### config.mk
export PLATFORM = sky130hd
export DESIGN_NAME = uart_cfg_arbiter_flat
export DESIGN_NICKNAME = d
export VERILOG_FILES = /design/src/rtl/uart_cfg_arbiter_if.sv /design/src/rtl/uart_cfg_arbiter.sv /design/src/flat_wrapper.sv
export SDC_FILE = /design/constraint.sdc
export NUM_CORES = 1
export LEC_CHECK = 0
export ABC_CLOCK_PERIOD_IN_PS = 3700
export BUFFER_PORTS_ARGS = -buffer_cell sky130_fd_sc_hd__buf_4
export CAP_MARGIN = 0
export CORE_UTILIZATION = 50
export CTS_BUF_LIST = sky130_fd_sc_hd__clkbuf_2
export CTS_CLUSTER_SIZE = 14
export DETAILED_ROUTE_END_ITERATION = 6
export PLACE_DENSITY = 0.9
export REMOVE_ABC_BUFFERS = 1
export SYNTH_ARGS = -nofsm -noshare
export SYNTH_HDL_FRONTEND = slang
export SYNTH_SLANG_ARGS = --single-unit
### constraint.sdc
create_clock -name clk_16bd -period 3.7 [get_ports clk_16bd]
set_input_delay 0.37 -clock clk_16bd [delete_from_list [all_inputs] [get_ports clk_16bd]]
set_output_delay 0.37 -clock clk_16bd [all_outputs]
set_load 0.02 [all_outputs]
### src/rtl/uart_cfg_arbiter_if.sv
// Requester and register-file signals of the UART configuration arbiter.
// The master view belongs to the arbiter; the slave view to requesters and the register file.
interface uart_cfg_arbiter_if;
   logic       req0, req1;
   logic       rd0, rd1;
   logic [3:0] addr0, addr1;
   logic [3:0] wdata0, wdata1;
   logic [1:0] done;
   logic       err;
   logic [3:0] rdata;
   logic       busy;
   logic       rf_valid;
   logic [3:0] rf_addr;
   logic [3:0] rf_data;
   logic       rf_ack;
   logic [3:0] rf_data_out;
   logic       rf_data_out_valid;

   modport master (
      input  req0, req1, rd0, rd1, addr0, addr1, wdata0, wdata1,
      input  rf_ack, rf_data_out, rf_data_out_valid,
      output done, err, rdata, busy, rf_valid, rf_addr, rf_data
   );

   modport slave (
      output req0, req1, rd0, rd1, addr0, addr1, wdata0, wdata1,
      output rf_ack, rf_data_out, rf_data_out_valid,
      input  done, err, rdata, busy, rf_valid, rf_addr, rf_data
   );
endinterface

### src/rtl/uart_cfg_arbiter.sv
// Round-robin two-port arbiter sequencing single accesses to the UART config register file,
// with local rejection of bad accesses and an ack timeout.
module uart_cfg_arbiter #(
   parameter int TIMEOUT = 8
) (
   input logic                 clk_16bd,
   input logic                 rst_n,
   uart_cfg_arbiter_if.master  bus
);
   localparam int CNT_W = $clog2(TIMEOUT + 1);

   typedef enum logic [1:0] {IDLE, ISSUE, WAIT_ACK, RESP} state_t;

   state_t           state_q;
   logic             rr_q;
   logic             win_q;
   logic             rd_q;
   logic [CNT_W-1:0] cnt_q;
   logic [1:0]       done_q;
   logic             err_q;
   logic [3:0]       rdata_q;
   logic             busy_q;
   logic             rf_valid_q;
   logic [3:0]       rf_addr_q;
   logic [3:0]       rf_data_q;

   logic             win_d;
   logic             rd_d;
   logic [3:0]       addr_d;
   logic [3:0]       wdata_d;
   logic             reject_d;
   logic [CNT_W-1:0] cnt_d;

   // rr_q names the preferred requester; it only matters when both are asking.
   always_comb begin
      win_d    = (bus.req0 && bus.req1) ? rr_q : bus.req1;
      rd_d     = win_d ? bus.rd1    : bus.rd0;
      addr_d   = win_d ? bus.addr1  : bus.addr0;
      wdata_d  = win_d ? bus.wdata1 : bus.wdata0;
      reject_d = (addr_d < 4'h9) || (addr_d > 4'hC) || (!rd_d && (wdata_d == 4'hF));
      cnt_d    = (cnt_q == CNT_W'(TIMEOUT)) ? cnt_q : cnt_q + 1'b1;
   end

   always_ff @(posedge clk_16bd or negedge rst_n) begin
      if (!rst_n) begin
         state_q    <= IDLE;
         rr_q       <= 1'b0;
         win_q      <= 1'b0;
         rd_q       <= 1'b0;
         cnt_q      <= '0;
         done_q     <= 2'b00;
         err_q      <= 1'b0;
         rdata_q    <= 4'h0;
         busy_q     <= 1'b0;
         rf_valid_q <= 1'b0;
         rf_addr_q  <= 4'h0;
         rf_data_q  <= 4'h0;
      end else begin
         done_q     <= 2'b00;
         rf_valid_q <= 1'b0;
         case (state_q)
            IDLE: begin
               if (bus.req0 || bus.req1) begin
                  win_q  <= win_d;
                  rd_q   <= rd_d;
                  busy_q <= 1'b1;
                  if (reject_d) begin
                     state_q <= RESP;
                     done_q  <= {win_d, ~win_d};
                     err_q   <= 1'b1;
                     rdata_q <= 4'h0;
                  end else begin
                     state_q    <= ISSUE;
                     rf_valid_q <= 1'b1;
                     rf_addr_q  <= addr_d;
                     rf_data_q  <= rd_d ? 4'hF : wdata_d;
                  end
               end
            end
            ISSUE: begin
               cnt_q   <= '0;
               state_q <= WAIT_ACK;
            end
            WAIT_ACK: begin
               cnt_q <= cnt_d;
               if (bus.rf_ack) begin
                  state_q <= RESP;
                  done_q  <= {win_q, ~win_q};
                  if (rd_q && bus.rf_data_out_valid) begin
                     err_q   <= 1'b0;
                     rdata_q <= bus.rf_data_out;
                  end else begin
                     // A read acked without qualified data is an error; a write just completes.
                     err_q   <= rd_q;
                     rdata_q <= 4'h0;
                  end
               end else if (cnt_d == CNT_W'(TIMEOUT)) begin
                  state_q <= RESP;
                  done_q  <= {win_q, ~win_q};
                  err_q   <= 1'b1;
                  rdata_q <= 4'h0;
               end
            end
            RESP: begin
               rr_q    <= ~win_q;
               busy_q  <= 1'b0;
               state_q <= IDLE;
            end
            default: state_q <= IDLE;
         endcase
      end
   end

   assign bus.done     = done_q;
   assign bus.err      = err_q;
   assign bus.rdata    = rdata_q;
   assign bus.busy     = busy_q;
   assign bus.rf_valid = rf_valid_q;
   assign bus.rf_addr  = rf_addr_q;
   assign bus.rf_data  = rf_data_q;
endmodule

### src/flat_wrapper.sv
// flat-port wrapper written by rule: the top's interface ports become plain ports
module uart_cfg_arbiter_flat 
#(
   parameter int TIMEOUT = 8
)
  (clk_16bd, rst_n, bus_req0, bus_req1, bus_rd0, bus_rd1, bus_addr0, bus_addr1, bus_wdata0, bus_wdata1, bus_rf_ack, bus_rf_data_out, bus_rf_data_out_valid, bus_done, bus_err, bus_rdata, bus_busy, bus_rf_valid, bus_rf_addr, bus_rf_data);
  uart_cfg_arbiter_if bus_i ();
  input logic clk_16bd;
  input logic rst_n;
  input wire logic [$bits(bus_i.req0)-1:0] bus_req0;
  input wire logic [$bits(bus_i.req1)-1:0] bus_req1;
  input wire logic [$bits(bus_i.rd0)-1:0] bus_rd0;
  input wire logic [$bits(bus_i.rd1)-1:0] bus_rd1;
  input wire logic [$bits(bus_i.addr0)-1:0] bus_addr0;
  input wire logic [$bits(bus_i.addr1)-1:0] bus_addr1;
  input wire logic [$bits(bus_i.wdata0)-1:0] bus_wdata0;
  input wire logic [$bits(bus_i.wdata1)-1:0] bus_wdata1;
  input wire logic [$bits(bus_i.rf_ack)-1:0] bus_rf_ack;
  input wire logic [$bits(bus_i.rf_data_out)-1:0] bus_rf_data_out;
  input wire logic [$bits(bus_i.rf_data_out_valid)-1:0] bus_rf_data_out_valid;
  output wire logic [$bits(bus_i.done)-1:0] bus_done;
  output wire logic [$bits(bus_i.err)-1:0] bus_err;
  output wire logic [$bits(bus_i.rdata)-1:0] bus_rdata;
  output wire logic [$bits(bus_i.busy)-1:0] bus_busy;
  output wire logic [$bits(bus_i.rf_valid)-1:0] bus_rf_valid;
  output wire logic [$bits(bus_i.rf_addr)-1:0] bus_rf_addr;
  output wire logic [$bits(bus_i.rf_data)-1:0] bus_rf_data;
  assign bus_i.req0 = bus_req0;
  assign bus_i.req1 = bus_req1;
  assign bus_i.rd0 = bus_rd0;
  assign bus_i.rd1 = bus_rd1;
  assign bus_i.addr0 = bus_addr0;
  assign bus_i.addr1 = bus_addr1;
  assign bus_i.wdata0 = bus_wdata0;
  assign bus_i.wdata1 = bus_wdata1;
  assign bus_i.rf_ack = bus_rf_ack;
  assign bus_i.rf_data_out = bus_rf_data_out;
  assign bus_i.rf_data_out_valid = bus_rf_data_out_valid;
  assign bus_done = bus_i.done;
  assign bus_err = bus_i.err;
  assign bus_rdata = bus_i.rdata;
  assign bus_busy = bus_i.busy;
  assign bus_rf_valid = bus_i.rf_valid;
  assign bus_rf_addr = bus_i.rf_addr;
  assign bus_rf_data = bus_i.rf_data;
  uart_cfg_arbiter #(.TIMEOUT(TIMEOUT)) u_core (.clk_16bd(clk_16bd), .rst_n(rst_n), .bus(bus_i));
endmodule
After elaboration in Yosys (flattened, before gate mapping). Cells that the tools add are included.

Bitwise gates (word level): 3. Eq/ne operators: 9. Add/sub/neg operators: 1. Mux-type cells: 34. Reduce and logical (&&, ||, !) cells: 16. $lt $le $gt $ge: 2.

Operators by type and width (number): 4-bit two-way mux (9); 2-bit two-way mux (8); 4-bit one-hot mux with 2 select lines (2); 4-bit equality test, second input constant (3); 1-bit two-way mux (11); 2-bit one-hot mux with 4 select lines (1); 2-bit AND reduction (3); 2-bit nonzero test (3); 4-bit by 1-bit adder with 4-bit output, second input constant (1); 2-bit equality test, second input constant (2); 4-bit > comparator, second input constant (1); 4-bit < comparator, second input constant (1); 2-bit by 1-bit inequality test with 1-bit output, second input constant (2); 1-bit one-hot mux with 2 select lines (2); 2-bit one-hot mux with 2 select lines (1); 4-bit AND reduction (1); 1-bit logical AND (3); 1-bit logical OR (3); 3-bit by 2-bit inequality test with 1-bit output, second input constant (1); 1-bit inverter (3); 3-bit AND reduction (1); 2-bit by 1-bit equality test with 1-bit output, second input constant (1); 2-bit zero test (1); 1-bit zero test (1).

Bits in registers: 26. Input port bits: 28. Output and inout port bits: 17. Word-level logic and storage cells: 77.

Logic depth before layout (Yosys ltp).
Word-level depth: 9. Depth in mapped cells: 8. Depth with buffers taken out: 8.

Least setup slack after synthesis. OpenSTA, ideal clock, no wires.

Kind: flip-flop to flip-flop. From: register u_core.cnt_q[0]. To: register u_core.rdata_q[0], in the netlist u_core.bus.rdata[0]. Data required time: 3.569 ns. Slack: 1.828 ns. Cell stages (with the launch flop): 9. Arrival time: 1.741 ns. Period minus slack after synthesis: 1.872 ns. Path buffers: 0. Setup time: 0.131 ns. Path through: dfrtp_1 > inv_1 > ha_1 > a211oi_1 > a211oi_1 > o41ai_2 > o21a_2 > o211ai_4 > mux2i_1.

Word-level cells in the longest chain between the ends: 5. Elaborated cells between the ends (all ways): 6. Classes of those cells: add/sub (1); eq/ne (3); mux (1); reduce/logical (1).

RTL lines: start: declaration (RTL line uart_cfg_arbiter.sv:18) `logic [CNT_W-1:0] cnt_q;`; start signal: assignment (RTL line uart_cfg_arbiter.sv:85) `cnt_q <= cnt_d;`; 4-bit by 1-bit adder with 4-bit output or 4-bit equality test (tied branches) (RTL line uart_cfg_arbiter.sv:41) `cnt_d = (cnt_q == CNT_W'(TIMEOUT)) ? cnt_q : cnt_q + 1'b1;`; 4-bit two-way mux * (RTL line uart_cfg_arbiter.sv:41); 4-bit equality test * (RTL line uart_cfg_arbiter.sv:97) `end else if (cnt_d == CNT_W'(TIMEOUT)) begin`; 3-bit by 2-bit inequality test with 1-bit output (no line) *; 4-bit AND reduction (no line) *; end signal: assignment (RTL line uart_cfg_arbiter.sv:91) `rdata_q <= bus.rf_data_out;`; end: declaration (RTL line uart_cfg_arbiter.sv:21) `logic [3:0] rdata_q;`.

Mark *: on every way between the ends. The rest lies on a longest branch, timed or not. A chain may end at the register's enable or synchronous reset.

Worst setup path in the final report.
From: register u_core.cnt_q[0]. To: register u_core.rdata_q[1], in the netlist u_core.bus.rdata[1].

The elaborated chain is that of the path after synthesis.

==> flow_metrics.tcl <==
set metrics [dict create \
    status "finished clean" \
    cpPeakStageDelay_ns 0.45 \
    cts_buffers 3 \
    finalCritPeriodShare_pct 59.2 \
    synth_seq_cells 26 \
    hold_viol 0 \
    rrSetupSlack_ns 1.51 \
    cp.depth 8 \
    clock.fmax_mhz 457 \
    dr.pass1.iters 4 \
    rr_startpoint "u_core.cnt_q[0]" \
    reg2reg_depth 8 \
    drtAntennaViolNets 0 \
    setup_viol 0 \
    critPathTopFamily "compound AO/OA/AOI/OAI gates" \
    core_area_um2 2730 \
    port_buffers 44 \
    grt_max_degree 27 \
    slowest_stage "dfrtp_1" \
    min_period_ns 2.19 \
    vias 1215 \
    crit_path_start "u_core.cnt_q[0]" \
    synthCells 144 \
    cts.sinks 26 \
    cp_data_arrival_time_ns 2.44 \
    wl_per_cell_um 14.5 \
    tns_ns 0 \
    cts_setup_buffers 0 \
    crit_buf_inv 1 \
    fp-row-count 19 \
    grt_pass1_wl_mm 5.51 \
    synth.distinct_cells 37 \
    area_delta_synth_final_pct 28.1 \
    layout_commonest_cell "buf_4" \
    cts_root_buf "clkbuf_2" \
    die_area_um2 3080 \
    drc_errors 0 \
    clkTransAtPathRegs_ns 0.23 \
    power.density_nw_per_um2 707 \
    fin_nets 223 \
    cp_common_cell "a211oi_1" \
    gp_congestion 0.778 \
    grt_usage_pct 22.9 \
    report.final.slew_viol_count 0 \
    n_fill_cell 215 \
    syn_avg_cell_area_um2 9.93 \
    ir_drop_mv 0.480 \
    drive_gt1_share_pct 30.2 \
    required_ns 3.95 \
    diodes 0 \
    routed_wl_mm 3.19 \
    drv_cap 0 \
    p_leak_nw 0.911 \
    vias_per_cell 5.52 \
    ctsHoldBuffers 1 \
    hold_path_class "in2reg" \
    r2r-end "u_core.bus.rdata[1]" \
    clock_latency_ns 0.35 \
    ys.warnings.count 0 \
    path_cells "inv_1 -> ha_1 -> a211oi_1 -> a211oi_1 -> o41ai_2 -> o21a_2 -> o211ai_4 -> mux2i_1" \
    fp.dieW_um 55.5 \
    grt_pass1_vias 1271 \
    ctsResizeCount 0 \
    grt_remaining_overflow 0 \
    worst_setup_path_start_kind "flop" \
    slew_headroom_pct 64.9 \
    endpoint "u_core.bus.rdata[1]" \
    critPathKind "reg2reg" \
    grt_antenna_before_repair 0 \
    cts_max_level 1 \
    whs_ns 0.248 \
    finClkSkew_ns 0.0125 \
    drt_iter0_markers 20 \
    cts_tree "done" \
    worst_slew_pin_slew_ns 0.522 \
    cts_buffer_depth 2 \
    die_h_um 55.5 \
    end_kind "flop" \
    hpwl_mm 2.53 \
    ys_seq_area_share_pct 45.5 \
    ios 45 \
    final_cell_mix "buf_4, dfrtp_1, inv_1, nand2_1" \
    rsz0062_at_grt "no" \
    netlist_area_um2 1430 \
    worstPathMaxFanout 5 \
    initial_core_util_pct 52.3 \
]
==> stage by stage <==
step	area, um^2	power (W)	instances	util, %	worst slack [ns]
floorplan	1410	0.000885	140	-	1.76
global placement	1780	0.00109	215	65.0	1.56
detailed placement	1780	0.00112	215	65.0	1.45
CTS	1830	0.00130	220	67.0	1.51
global route	1830	0.00138	220	67.0	1.34
finish	1830	0.00129	220	67.0	1.51
==> flip-flops by register name, summed over array words and instances (netlist names) <==
name and flops:
u_core.bus.rf_data 4, u_core.rd_q 1, u_core.rr_q 1, u_core.cnt_q 4, u_core.bus.rf_addr 4, u_core.bus.err 1
u_core.win_q 1, u_core.bus.busy 1, u_core.bus.done 2, u_core.bus.rf_valid 1, u_core.state_q 2, u_core.bus.rdata 4
==> report_power, final <==
group          leakage [nW]  internal (W)  switching (W)
registers             0.324      0.000390      0.0000780
clock network        0.0266     0.0000930      0.0000843
logic                 0.560      0.000291       0.000359
total                 0.911      0.000774       0.000521
==> layout make-up <==
cell class	count	area [um^2]	share of cell area, %
Clock buffer	3	15.0	0.820
Clock inverter	1	30.0	1.64
Timing Repair Buffer	45	340	18.6
Multi-Input combinational cell	97	693	37.8
Inverter	17	63.8	3.48
Sequential cell	26	651	35.5
Tap cell	31	38.8	2.12
==> logic make-up after synthesis <==
logic type | synth area share [%]
simple gates | 13.1
fa+ha+maj | 4.37
flops | 45.5
buf+inv | 6.04
compound gates | 17.9
mux | 11.2
xor+xnor | 1.84
==> cells in the mapped netlist, drive strengths merged <==
| library cell | number | share of area (%) |
|---|---|---|
| dfrtp | 26 | 45 |
| inv | 17 | 4.5 |
| o21ai | 12 | 5.0 |
| nand2 | 11 | 2.9 |
| mux2i | 10 | 7.0 |
| nor2 | 10 | 2.6 |
| a21oi | 9 | 3.1 |
| ha | 5 | 4.4 |
| mux2 | 4 | 4.2 |
| nor3 | 4 | 1.4 |
| nand3 | 3 | 1.0 |
| nand4 | 3 | 1.3 |
| o21a | 3 | 1.8 |
| xnor2 | 3 | 1.8 |
| a211oi | 2 | 1.0 |
| buf | 2 | 1.0 |
| clkbuf | 2 | 0.53 |
| nand2b | 2 | 0.87 |
| o211ai | 2 | 2.0 |
| o22ai | 2 | 0.87 |
| a21boi | 1 | 0.53 |
| a21o | 1 | 0.53 |
| a32o | 1 | 0.70 |
| a32oi | 1 | 0.61 |
| and3b | 1 | 0.61 |
| nand3b | 1 | 0.53 |
| nor2b | 1 | 0.44 |
| nor3b | 1 | 0.53 |
| o2111ai | 1 | 0.61 |
| o41ai | 1 | 1.1 |
| or2 | 1 | 0.44 |
| or3 | 1 | 0.44 |
==> how the worst min path moves through the flow <==
stage | depth (start not counted) | endpoint | slack (ns) | start
global placement | 1 | u_core.cnt_q[2] | 0.29 | rst_n
floorplan | 0 | u_core.bus.busy | 0.07 | rst_n
detailed placement | 1 | u_core.cnt_q[2] | 0.29 | rst_n
CTS | 3 | u_core.bus.rdata[3] | 0.24 | bus_rf_data_out[3]
finish | 3 | u_core.bus.rdata[3] | 0.25 | bus_rf_data_out[3]
global route | 3 | u_core.bus.rdata[3] | 0.21 | bus_rf_data_out[3]
==> worst reg2reg max path, stage by stage (launching register included) <==
cell and delay, ns:
dfrtp_1 0.45, inv_1 0.10, ha_1 0.24, a211oi_1 0.27, a211oi_1 0.10, o41ai_2 0.42
o21a_2 0.25, o211ai_4 0.13, mux2i_1 0.15
==> layer usage <==
metal	global-route usage, %	part of all wire (%)	vias to the layer above
met1	27.0	42	581
li1	-	-	591
met5	0	0	-
met2	41.7	52	37
met4	11.1	1.9	0
met3	2.11	3.9	6
Note: power is estimated with default switching activity, not from simulation.
